===== src/rtl/mdu_pkg.sv =====
// Shared opcode encodings, conditioned-entry types and the operand extension helper
// for the MDU operand conditioner.
package mdu_pkg;

  localparam int MDU_PAR = 32;
  localparam int MDU_OPW = 3;

  localparam logic [MDU_OPW-1:0] OP_MUL    = 3'b000;
  localparam logic [MDU_OPW-1:0] OP_MULH   = 3'b001;
  localparam logic [MDU_OPW-1:0] OP_MULHSU = 3'b010;
  localparam logic [MDU_OPW-1:0] OP_MULHU  = 3'b011;
  localparam logic [MDU_OPW-1:0] OP_DIV    = 3'b100;
  localparam logic [MDU_OPW-1:0] OP_DIVU   = 3'b101;
  localparam logic [MDU_OPW-1:0] OP_REM    = 3'b110;
  localparam logic [MDU_OPW-1:0] OP_REMU   = 3'b111;

  typedef struct packed {
    logic [MDU_PAR:0]     op0;
    logic [MDU_PAR:0]     op1;
    logic [MDU_OPW-1:0]   opCode;
    logic                 neg_q;
    logic                 neg_r;
  } cond_core_t;

  // Special-case fields sit below the core so they can be left out of storage.
  typedef struct packed {
    cond_core_t           core;
    logic                 special;
    logic [MDU_PAR-1:0]   special_result;
  } cond_entry_t;

  function automatic logic [MDU_PAR:0] abs_ext(input logic [MDU_PAR-1:0] x,
                                               input logic is_signed,
                                               input logic mag);
    logic               neg;
    logic [MDU_PAR-1:0] mag_x;
    neg   = is_signed & x[MDU_PAR-1];
    mag_x = ~x + MDU_PAR'(1);
    return (mag && neg) ? {1'b0, mag_x} : {neg, x};
  endfunction

endpackage


===== src/rtl/mdu_operand_conditioner_if.sv =====
// Issue-side and datapath-side handshake bundle of the MDU operand conditioner.
interface mdu_operand_conditioner_if #(
  parameter int PAR          = 32,
  parameter int OPCODE_WIDTH = 3
);
  logic                    in_valid;
  logic                    in_ready;
  logic [PAR-1:0]          rs1;
  logic [PAR-1:0]          rs2;
  logic [OPCODE_WIDTH-1:0] opCode;
  logic                    out_valid;
  logic                    out_ready;
  logic [PAR:0]            op0;
  logic [PAR:0]            op1;
  logic [OPCODE_WIDTH-1:0] opCode_out;
  logic                    neg_q;
  logic                    neg_r;
  logic                    special;
  logic [PAR-1:0]          special_result;

  modport slave (
    input  in_valid, rs1, rs2, opCode, out_ready,
    output in_ready, out_valid, op0, op1, opCode_out, neg_q, neg_r, special, special_result
  );

  modport master (
    output in_valid, rs1, rs2, opCode, out_ready,
    input  in_ready, out_valid, op0, op1, opCode_out, neg_q, neg_r, special, special_result
  );
endinterface


===== src/rtl/mdu_cond_fifo.sv =====
// DEPTH-entry synchronous valid/ready FIFO with flush; head entry drives the read data.
module mdu_cond_fifo #(
  parameter int W     = 8,
  parameter int DEPTH = 2
) (
  input  logic         clk,
  input  logic         rst,
  input  logic         flush,
  input  logic         wr_valid_i,
  output logic         wr_ready_o,
  input  logic [W-1:0] wdata_i,
  output logic         rd_valid_o,
  input  logic         rd_ready_i,
  output logic [W-1:0] rdata_o
);
  localparam int PTR_W = (DEPTH > 1) ? $clog2(DEPTH) : 1;
  localparam int CNT_W = $clog2(DEPTH) + 1;

  logic [W-1:0]     mem_q [DEPTH];
  logic [PTR_W-1:0] wptr_q, wptr_d, rptr_q, rptr_d;
  logic [CNT_W-1:0] cnt_q, cnt_d;
  logic             full, empty, push, pop;

  function automatic logic [PTR_W-1:0] ptr_inc(input logic [PTR_W-1:0] p);
    return (DEPTH == 1) ? '0 : p + PTR_W'(1);
  endfunction

  assign full       = (cnt_q == CNT_W'(DEPTH));
  assign empty      = (cnt_q == '0);
  assign wr_ready_o = !full;
  assign rd_valid_o = !empty;
  assign rdata_o    = mem_q[rptr_q];
  // A flush in the same cycle as a write drops the incoming beat.
  assign push       = wr_valid_i && !full && !flush;
  assign pop        = !empty && rd_ready_i;

  always_comb begin
    wptr_d = wptr_q;
    rptr_d = rptr_q;
    cnt_d  = cnt_q;
    if (flush) begin
      wptr_d = '0;
      rptr_d = '0;
      cnt_d  = '0;
    end else begin
      if (push) wptr_d = ptr_inc(wptr_q);
      if (pop)  rptr_d = ptr_inc(rptr_q);
      case ({push, pop})
        2'b10:   cnt_d = cnt_q + CNT_W'(1);
        2'b01:   cnt_d = cnt_q - CNT_W'(1);
        default: cnt_d = cnt_q;
      endcase
    end
  end

  always_ff @(posedge clk) begin
    if (rst) begin
      wptr_q <= '0;
      rptr_q <= '0;
      cnt_q  <= '0;
      for (int i = 0; i < DEPTH; i++) mem_q[i] <= '0;
    end else begin
      wptr_q <= wptr_d;
      rptr_q <= rptr_d;
      cnt_q  <= cnt_d;
      if (push) mem_q[wptr_q] <= wdata_i;
    end
  end

endmodule


===== src/rtl/mdu_operand_conditioner.sv =====
// Conditions rs1/rs2 for the iterative MDU and queues them in a small FIFO.
// Optional divide special-case bypass is enabled by defining MDU_SPECIAL_CASE_EN.
module mdu_operand_conditioner
  import mdu_pkg::*;
#(
  parameter int PAR          = MDU_PAR,
  parameter int OPCODE_WIDTH = MDU_OPW,
  parameter int DEPTH        = 2,
  parameter int ABS_DIV      = 0
) (
  input  logic                     clk,
  input  logic                     rst,
  input  logic                     flush,
  mdu_operand_conditioner_if.slave io
);
  localparam bit MAG_EN = (ABS_DIV != 0);

  logic [PAR-1:0]          rs1, rs2;
  logic [OPCODE_WIDTH-1:0] opc;
  logic                    is_div, div_signed, use_mag, rs2_zero;
  cond_core_t              core_d, core_q;

  assign rs1        = io.rs1;
  assign rs2        = io.rs2;
  assign opc        = io.opCode;
  assign is_div     = opc[2];
  assign div_signed = !opc[0];
  assign use_mag    = MAG_EN && div_signed;
  assign rs2_zero   = (rs2 == '0);

  always_comb begin
    core_d        = '0;
    core_d.opCode = opc;
    if (!is_div) begin
      core_d.op0 = abs_ext(rs2, !opc[1], 1'b0);
      core_d.op1 = abs_ext(rs1, opc != OP_MULHU, 1'b0);
    end else begin
      core_d.op0 = abs_ext(rs2, div_signed, use_mag);
      core_d.op1 = abs_ext(rs1, div_signed, use_mag);
      if (use_mag) begin
        // A zero divisor keeps the quotient sign positive so all-ones stays all-ones.
        core_d.neg_q = (rs1[PAR-1] ^ rs2[PAR-1]) & !rs2_zero;
        core_d.neg_r = rs1[PAR-1];
      end
    end
  end

`ifdef MDU_SPECIAL_CASE_EN
  localparam logic [PAR-1:0] MIN_VAL = {1'b1, {(PAR-1){1'b0}}};
  localparam int             FIFO_W  = $bits(cond_entry_t);

  logic              spc_d;
  logic [PAR-1:0]    spc_res_d;
  cond_entry_t       wr_entry, rd_entry;
  logic [FIFO_W-1:0] fifo_wdata, fifo_rdata;

  always_comb begin
    spc_d     = 1'b0;
    spc_res_d = '0;
    if (is_div) begin
      if (rs2_zero) begin
        spc_d     = 1'b1;
        spc_res_d = opc[1] ? rs1 : '1;
      end else if (div_signed && (rs1 == MIN_VAL) && (rs2 == '1)) begin
        spc_d     = 1'b1;
        spc_res_d = (opc == OP_REM) ? '0 : MIN_VAL;
      end
    end
  end

  assign wr_entry          = '{core: core_d, special: spc_d, special_result: spc_res_d};
  assign fifo_wdata        = wr_entry;
  assign rd_entry          = cond_entry_t'(fifo_rdata);
  assign core_q            = rd_entry.core;
  assign io.special        = rd_entry.special;
  assign io.special_result = rd_entry.special_result;
`else
  localparam int FIFO_W = $bits(cond_core_t);

  logic [FIFO_W-1:0] fifo_wdata, fifo_rdata;

  assign fifo_wdata        = core_d;
  assign core_q            = cond_core_t'(fifo_rdata);
  assign io.special        = 1'b0;
  assign io.special_result = '0;
`endif

  // ---- stage boundary: conditioned entry registered in the FIFO ----
  mdu_cond_fifo #(
    .W     (FIFO_W),
    .DEPTH (DEPTH)
  ) u_fifo (
    .clk        (clk),
    .rst        (rst),
    .flush      (flush),
    .wr_valid_i (io.in_valid),
    .wr_ready_o (io.in_ready),
    .wdata_i    (fifo_wdata),
    .rd_valid_o (io.out_valid),
    .rd_ready_i (io.out_ready),
    .rdata_o    (fifo_rdata)
  );

  assign io.op0        = core_q.op0;
  assign io.op1        = core_q.op1;
  assign io.opCode_out = core_q.opCode;
  assign io.neg_q      = core_q.neg_q;
  assign io.neg_r      = core_q.neg_r;

endmodule

===== src/flat_wrapper.sv =====
// flat-port wrapper written by rule: the top's interface ports become plain ports
module mdu_operand_conditioner_flat import mdu_pkg::*;
#(
  parameter int PAR          = MDU_PAR,
  parameter int OPCODE_WIDTH = MDU_OPW,
  parameter int DEPTH        = 2,
  parameter int ABS_DIV      = 0
)
  (clk, rst, flush, io_in_valid, io_rs1, io_rs2, io_opCode, io_out_ready, io_in_ready, io_out_valid, io_op0, io_op1, io_opCode_out, io_neg_q, io_neg_r, io_special, io_special_result);
  mdu_operand_conditioner_if #(.PAR(PAR), .OPCODE_WIDTH(OPCODE_WIDTH)) io_i ();
  input  logic clk;
  input  logic rst;
  input  logic flush;
  input wire logic [$bits(io_i.in_valid)-1:0] io_in_valid;
  input wire logic [$bits(io_i.rs1)-1:0] io_rs1;
  input wire logic [$bits(io_i.rs2)-1:0] io_rs2;
  input wire logic [$bits(io_i.opCode)-1:0] io_opCode;
  input wire logic [$bits(io_i.out_ready)-1:0] io_out_ready;
  output wire logic [$bits(io_i.in_ready)-1:0] io_in_ready;
  output wire logic [$bits(io_i.out_valid)-1:0] io_out_valid;
  output wire logic [$bits(io_i.op0)-1:0] io_op0;
  output wire logic [$bits(io_i.op1)-1:0] io_op1;
  output wire logic [$bits(io_i.opCode_out)-1:0] io_opCode_out;
  output wire logic [$bits(io_i.neg_q)-1:0] io_neg_q;
  output wire logic [$bits(io_i.neg_r)-1:0] io_neg_r;
  output wire logic [$bits(io_i.special)-1:0] io_special;
  output wire logic [$bits(io_i.special_result)-1:0] io_special_result;
  assign io_i.in_valid = io_in_valid;
  assign io_i.rs1 = io_rs1;
  assign io_i.rs2 = io_rs2;
  assign io_i.opCode = io_opCode;
  assign io_i.out_ready = io_out_ready;
  assign io_in_ready = io_i.in_ready;
  assign io_out_valid = io_i.out_valid;
  assign io_op0 = io_i.op0;
  assign io_op1 = io_i.op1;
  assign io_opCode_out = io_i.opCode_out;
  assign io_neg_q = io_i.neg_q;
  assign io_neg_r = io_i.neg_r;
  assign io_special = io_i.special;
  assign io_special_result = io_i.special_result;
  mdu_operand_conditioner #(.PAR(PAR), .OPCODE_WIDTH(OPCODE_WIDTH), .DEPTH(DEPTH), .ABS_DIV(ABS_DIV)) u_core (.clk(clk), .rst(rst), .flush(flush), .io(io_i));
endmodule

===== config.mk =====
export PLATFORM = sky130hd
export DESIGN_NAME = mdu_operand_conditioner_flat
export DESIGN_NICKNAME = d
export VERILOG_FILES = /design/src/rtl/mdu_pkg.sv /design/src/rtl/mdu_operand_conditioner_if.sv /design/src/rtl/mdu_cond_fifo.sv /design/src/rtl/mdu_operand_conditioner.sv /design/src/flat_wrapper.sv
export SDC_FILE = /design/constraint.sdc
export NUM_CORES = 1
export LEC_CHECK = 0
export CORE_ASPECT_RATIO = 0.5
export CORE_MARGIN = 4
export CORE_UTILIZATION = 43
export DETAILED_ROUTE_END_ITERATION = 16
export PLACE_DENSITY = 0.81
export SETUP_SLACK_MARGIN = 0.1
export SYNTH_ARGS = -nofsm -noshare
export SYNTH_HDL_FRONTEND = slang
export SYNTH_SLANG_ARGS = --single-unit

===== constraint.sdc =====
create_clock -name clk -period 12.9 [get_ports clk]
set_input_delay 1.29 -clock clk [delete_from_list [all_inputs] [get_ports clk]]
set_output_delay 1.29 -clock clk [all_outputs]
set_load 0.03 [all_outputs]

# Word level (Yosys, flattened, before mapping)
# Memory sizes are Yosys's and may differ from the RTL's. A register that Yosys moved wholly into a read port is not among the register bits.
# Cells that the tools add are included.
word_totals:
  register_bits: 4
  latchBits: 0
  mem_bits_rw: 138
  rom_bits: 0
  output_inout_bits: 106
  wordCells: 40
  memories: 1
op_classes:
  n_addsub: 4
  n_mul: 0
  div_mod_pow: 0
  order_cmp: 0
  eq_ne: 4
  shifts: 0
  muxes: 12
  n_bitwise: 4
  reduce_logical: 12
mem_list:
  columns: ["memory", "words", "word_bits", "read_ports", "rd_ports_with_merged_regs", "write_ports", "line_no", "text"]
  rows:
  - ["u_core.u_fifo.mem_q", 2, 69, 1, 1, 2, "mdu_cond_fifo.sv:19", "logic [W-1:0] mem_q [DEPTH];"]
op_table:
  columns: ["operator", "n"]
  rows:
  - ["$mux W69", 1]
  - ["$reduce_or A69 Y1", 1]
  - ["$mux W66", 1]
  - ["$mux W1", 9]
  - ["$logic_not A1 Y1", 5]
  - ["$and A1 B1 Y1", 4]
  - ["$eq A2 B2 Y1 const B", 2]
  - ["$pmux W2 S2", 1]
  - ["$logic_and A1 B1 Y1", 3]
  - ["$ne A3 B2 Y1 const B", 1]
  - ["$add A1 B1 Y1 const B", 2]
  - ["$add A2 B1 Y2 const B", 1]
  - ["$eq A2 B1 Y1 const B", 1]
  - ["$logic_not A2 Y1", 1]
  - ["$reduce_bool A2 Y1", 1]
  - ["$reduce_or A2 Y1", 1]
  - ["$sub A2 B1 Y2 const B", 1]

# Depth between registers and ports, before layout
depth:
  depth_word: 9
  depth_mapped: 6
  depth_no_buf: 6

# Modules after synthesis
# Synthesis repeated with hierarchy kept, for this count alone.
hier_totals:
  cells_unflattened: 446
  hier_area_um2: 6695.2
by_module_without_submodules:
  columns: ["mod", "n_inst", "cells_per_inst", "area_per_inst_um2", "seq_area_each_um2"]
  rows:
  - ["mdu_cond_fifo", 1, 408, 6416.2, 4364.2]
  - ["mdu_operand_conditioner", 1, 38, 279.0, 0.0]

# Worst setup path before layout
# No wires, ideal clock.
synth_path:
  kind: "in2reg"
  start: "input io_in_valid"
  end: "memory u_core.u_fifo.mem_q[0][0] (netlist bit) (enable)"
  arrival_ns: 5.110
  required_ns: 12.390
  setup_slack_ns: 7.280
  path_stages: 3
  path_buffers: 0
  cell_sequence: "inv_1 or3_2 o21bai_1"
synth_rtl:
  columns: ["element", "line_no", "text"]
  rows:
  - ["from (decl)", "flat_wrapper.sv:14", "input wire logic [$bits(io_i.in_valid)-1:0] io_in_valid;"]
  - ["to (decl)", "mdu_cond_fifo.sv:19", null]

==> run summary <==
Synth warn -> 0
Area occupied by multi-input gates -> 2000 µm²
Core area -> 14600 µm²
Post-route insts no fill -> 787
Avg Cell Area, Syn -> 14.9 µm²
DPL Wire Length -> 7930 µm
Commonest non-fill, non-tap cell in the layout -> clkdlybuf4s50_1
Wirelength, routed -> 12800 µm
CP max FO -> 69
Slew headroom -> 0.306
Cts repair resizes -> 0
# diodes -> 0
WP buf/inv -> 1
Share of cells above drive strength 1 -> 0.216
I/O pin total -> 178
Yosys cell types -> 30
Largest net degree at the start of global routing -> 70
Port Buffers -> 142
Die W -> 182 µm
Global-route wire length before repair -> 19600 µm
TritonRoute pass-1 iters -> 4
Sequential share of the synthesized area -> 0.652
CTS tree -> yes
Max Slew Vio Count -> 0
Worst Clk Skew -> 0.00897 ns
DR WL/cell -> 16.3 µm
Worst Path Class, Setup -> register to primary output
RSZ-0062 raised after global routing -> false
Total grt overflow -> 0
Leak -> 3.27 nW
Layout fillers -> 1062
Most frequent cells in the layout -> clkdlybuf4s50_1, edfxtp_1, and2_1, mux2_2, conb_1
Required @ worst endpoint -> 11.61 ns
Reg clk slew, reported paths -> 0.06 ns
PD cells -> 142 nW/µm²
CP top delay family -> flip-flops
Worst-path cell chain -> mux2_2, clkdlybuf4s50_1
Hold Path Class -> register to register
Cts hold-fix bufs -> 0
Final setup viols -> 0
Num rows -> 31
Initial Util -> 0.445
Worst skew pair latency -> 0.40 ns
Worst path max stage delay -> 0.95 ns
Max-cap violations -> 0
#FFs+latches synth -> 143
Design area -> 8600 µm²
Root Buffer -> clkbuf_16
Vias per cell -> 4.63
Inserted Clock Buffers -> 17
Max rail drop VDD -> 0.0931 mV
Setup TNS -> 0 ns
Area after DPL -> 7950 µm²
Tcrit/Tclk final -> 0.291
Cell Area, Synth -> 6510 µm²
CTS sink cnt -> 143
Cell with the biggest individual delay on the critical path -> dfxtp_4
Nets -> 649
Final min period -> 3.75 ns
Max Clk Rate -> 0.267 GHz
Die ar. -> 17300 µm²
Critical Path Source Type -> register
CP Capture Type -> primary output
Routability cong. -> 0.698
Syn Inst Count -> 436
Initial antenna violation count -> 0
Area Growth Syn to Fin -> 32.2%
Final ANT Viol Nets -> 0
Final Power -> 1.23 mW
Die Y -> 95.0 µm
GRT Overall Usage -> 0.147
DRC violations left -> 0
Htree depth -> 4
Vias in the first global route -> 3794
Outcome -> complete, no violations
Reg area -> 4250 µm²
Placed insts -> 755
Via Count -> 3640
Final Hold Fails -> 0
CP arrival -> 2.46 ns
Starting DRC count in detailed routing -> 201
Least-Margin Pin Slew -> 1.04 ns
# Post-CTS Setup Buffers -> 0
Longest Clk Path Bufs -> 2
[power breakdown]
group / switching [mW] / internal, mW
registers: 0.00709 / 0.534
clock network: 0.177 / 0.363
logic: 0.0810 / 0.0630
[cells in the mapped netlist (all sizes together)]
master	instances	share of area
and3	4	0.0042
o21a	1	0.0012
o21bai	1	0.0012
xor2	1	0.0013
dfxtp	5	0.015
mux2i	1	0.0015
a21oi	2	0.0015
nor2	3	0.0017
mux2	69	0.12
xnor2	2	0.0027
or2	3	0.0029
conb	1	0.00058
inv	3	0.0017
and2	134	0.13
or3	3	0.0031
edfxtp	138	0.64
clkbuf	13	0.0098
nor2b	1	0.0013
o21ai	3	0.0023
buf	45	0.051
ha	1	0.0019
nor4	2	0.0065
[worst reg2reg max path: cells and delay by family, from the launching register on]
kind | cells | cell delay (ns)
DFF | 1 | 0.43
buffers and inverters | 1 | 0.73
AOI/OAI and AO/OA | 1 | 0.12
and+or+nand+nor | 2 | 0.61
[layout make-up]
class                   instances  area share
repair buffers                145       0.168
multi-input cells             266       0.232
flip-flops and latches        143       0.494
inverters                       3     0.00131
clock buffers                  21      0.0512
clock inverters                11      0.0246
well taps                     198      0.0288
[sequential cells by signal (all words and copies together) (netlist names), named ones only]
name	count
u_core.u_fifo.wptr_q	1
u_core.u_fifo.mem_q	138
u_core.u_fifo.rptr_q	1
u_core.u_fifo.cnt_q	2
[worst paths after layout]
kind	start	cells after the start	slack (ns)	endpoint
worst max-delay path	register	2	9.15	io_op1[0]
worst min-delay path	u_core.u_fifo.cnt_q[1]	2	0.54	u_core.u_fifo.cnt_q[1]
worst max register to register	u_core.u_fifo.cnt_q[0]	4	10.55	u_core.u_fifo.mem_q[0][17]
worst min register to register	u_core.u_fifo.cnt_q[1]	2	0.54	u_core.u_fifo.cnt_q[1]
[metal layers]
layer  vias to the layer above  part of all wire  track usage
met2                       111              0.53        0.263
li1                       1745                 -            -
met3                        14             0.056       0.0431
met5                         -                 0            0
met4                         0             0.017       0.0556
met1                      1770              0.40        0.171
[through the flow]
stage | setup slack (ns) | util | hold slack [ns]
2_1_floorplan | 7.28 | - | 0.473
3_3_place_gp | 9.23 | 0.544 | 0.497
3_5_place_dp | 9.18 | 0.544 | 0.531
4_1_cts | 9.11 | 0.588 | 0.539
5_1_grt | 9.02 | 0.588 | 0.567
6_report | 9.15 | 0.588 | 0.542
[cell families (layout without fill, tap and decap cells)]
family                     count (synthesis)  in the layout  share of synthesized area
DFF                                      143            143                      0.652
adders and majority gates                  1              1                    0.00192
muxes                                     70             70                      0.121
buffers and inverters                     61            180                     0.0625
xor gates and xnor gates                   3              3                    0.00404
AOI/OAI and AO/OA                          7              7                    0.00615
other                                      1             35                   0.000576
and+or+nand+nor                          150            150                      0.152
Power figures use the tool's default switching activity.
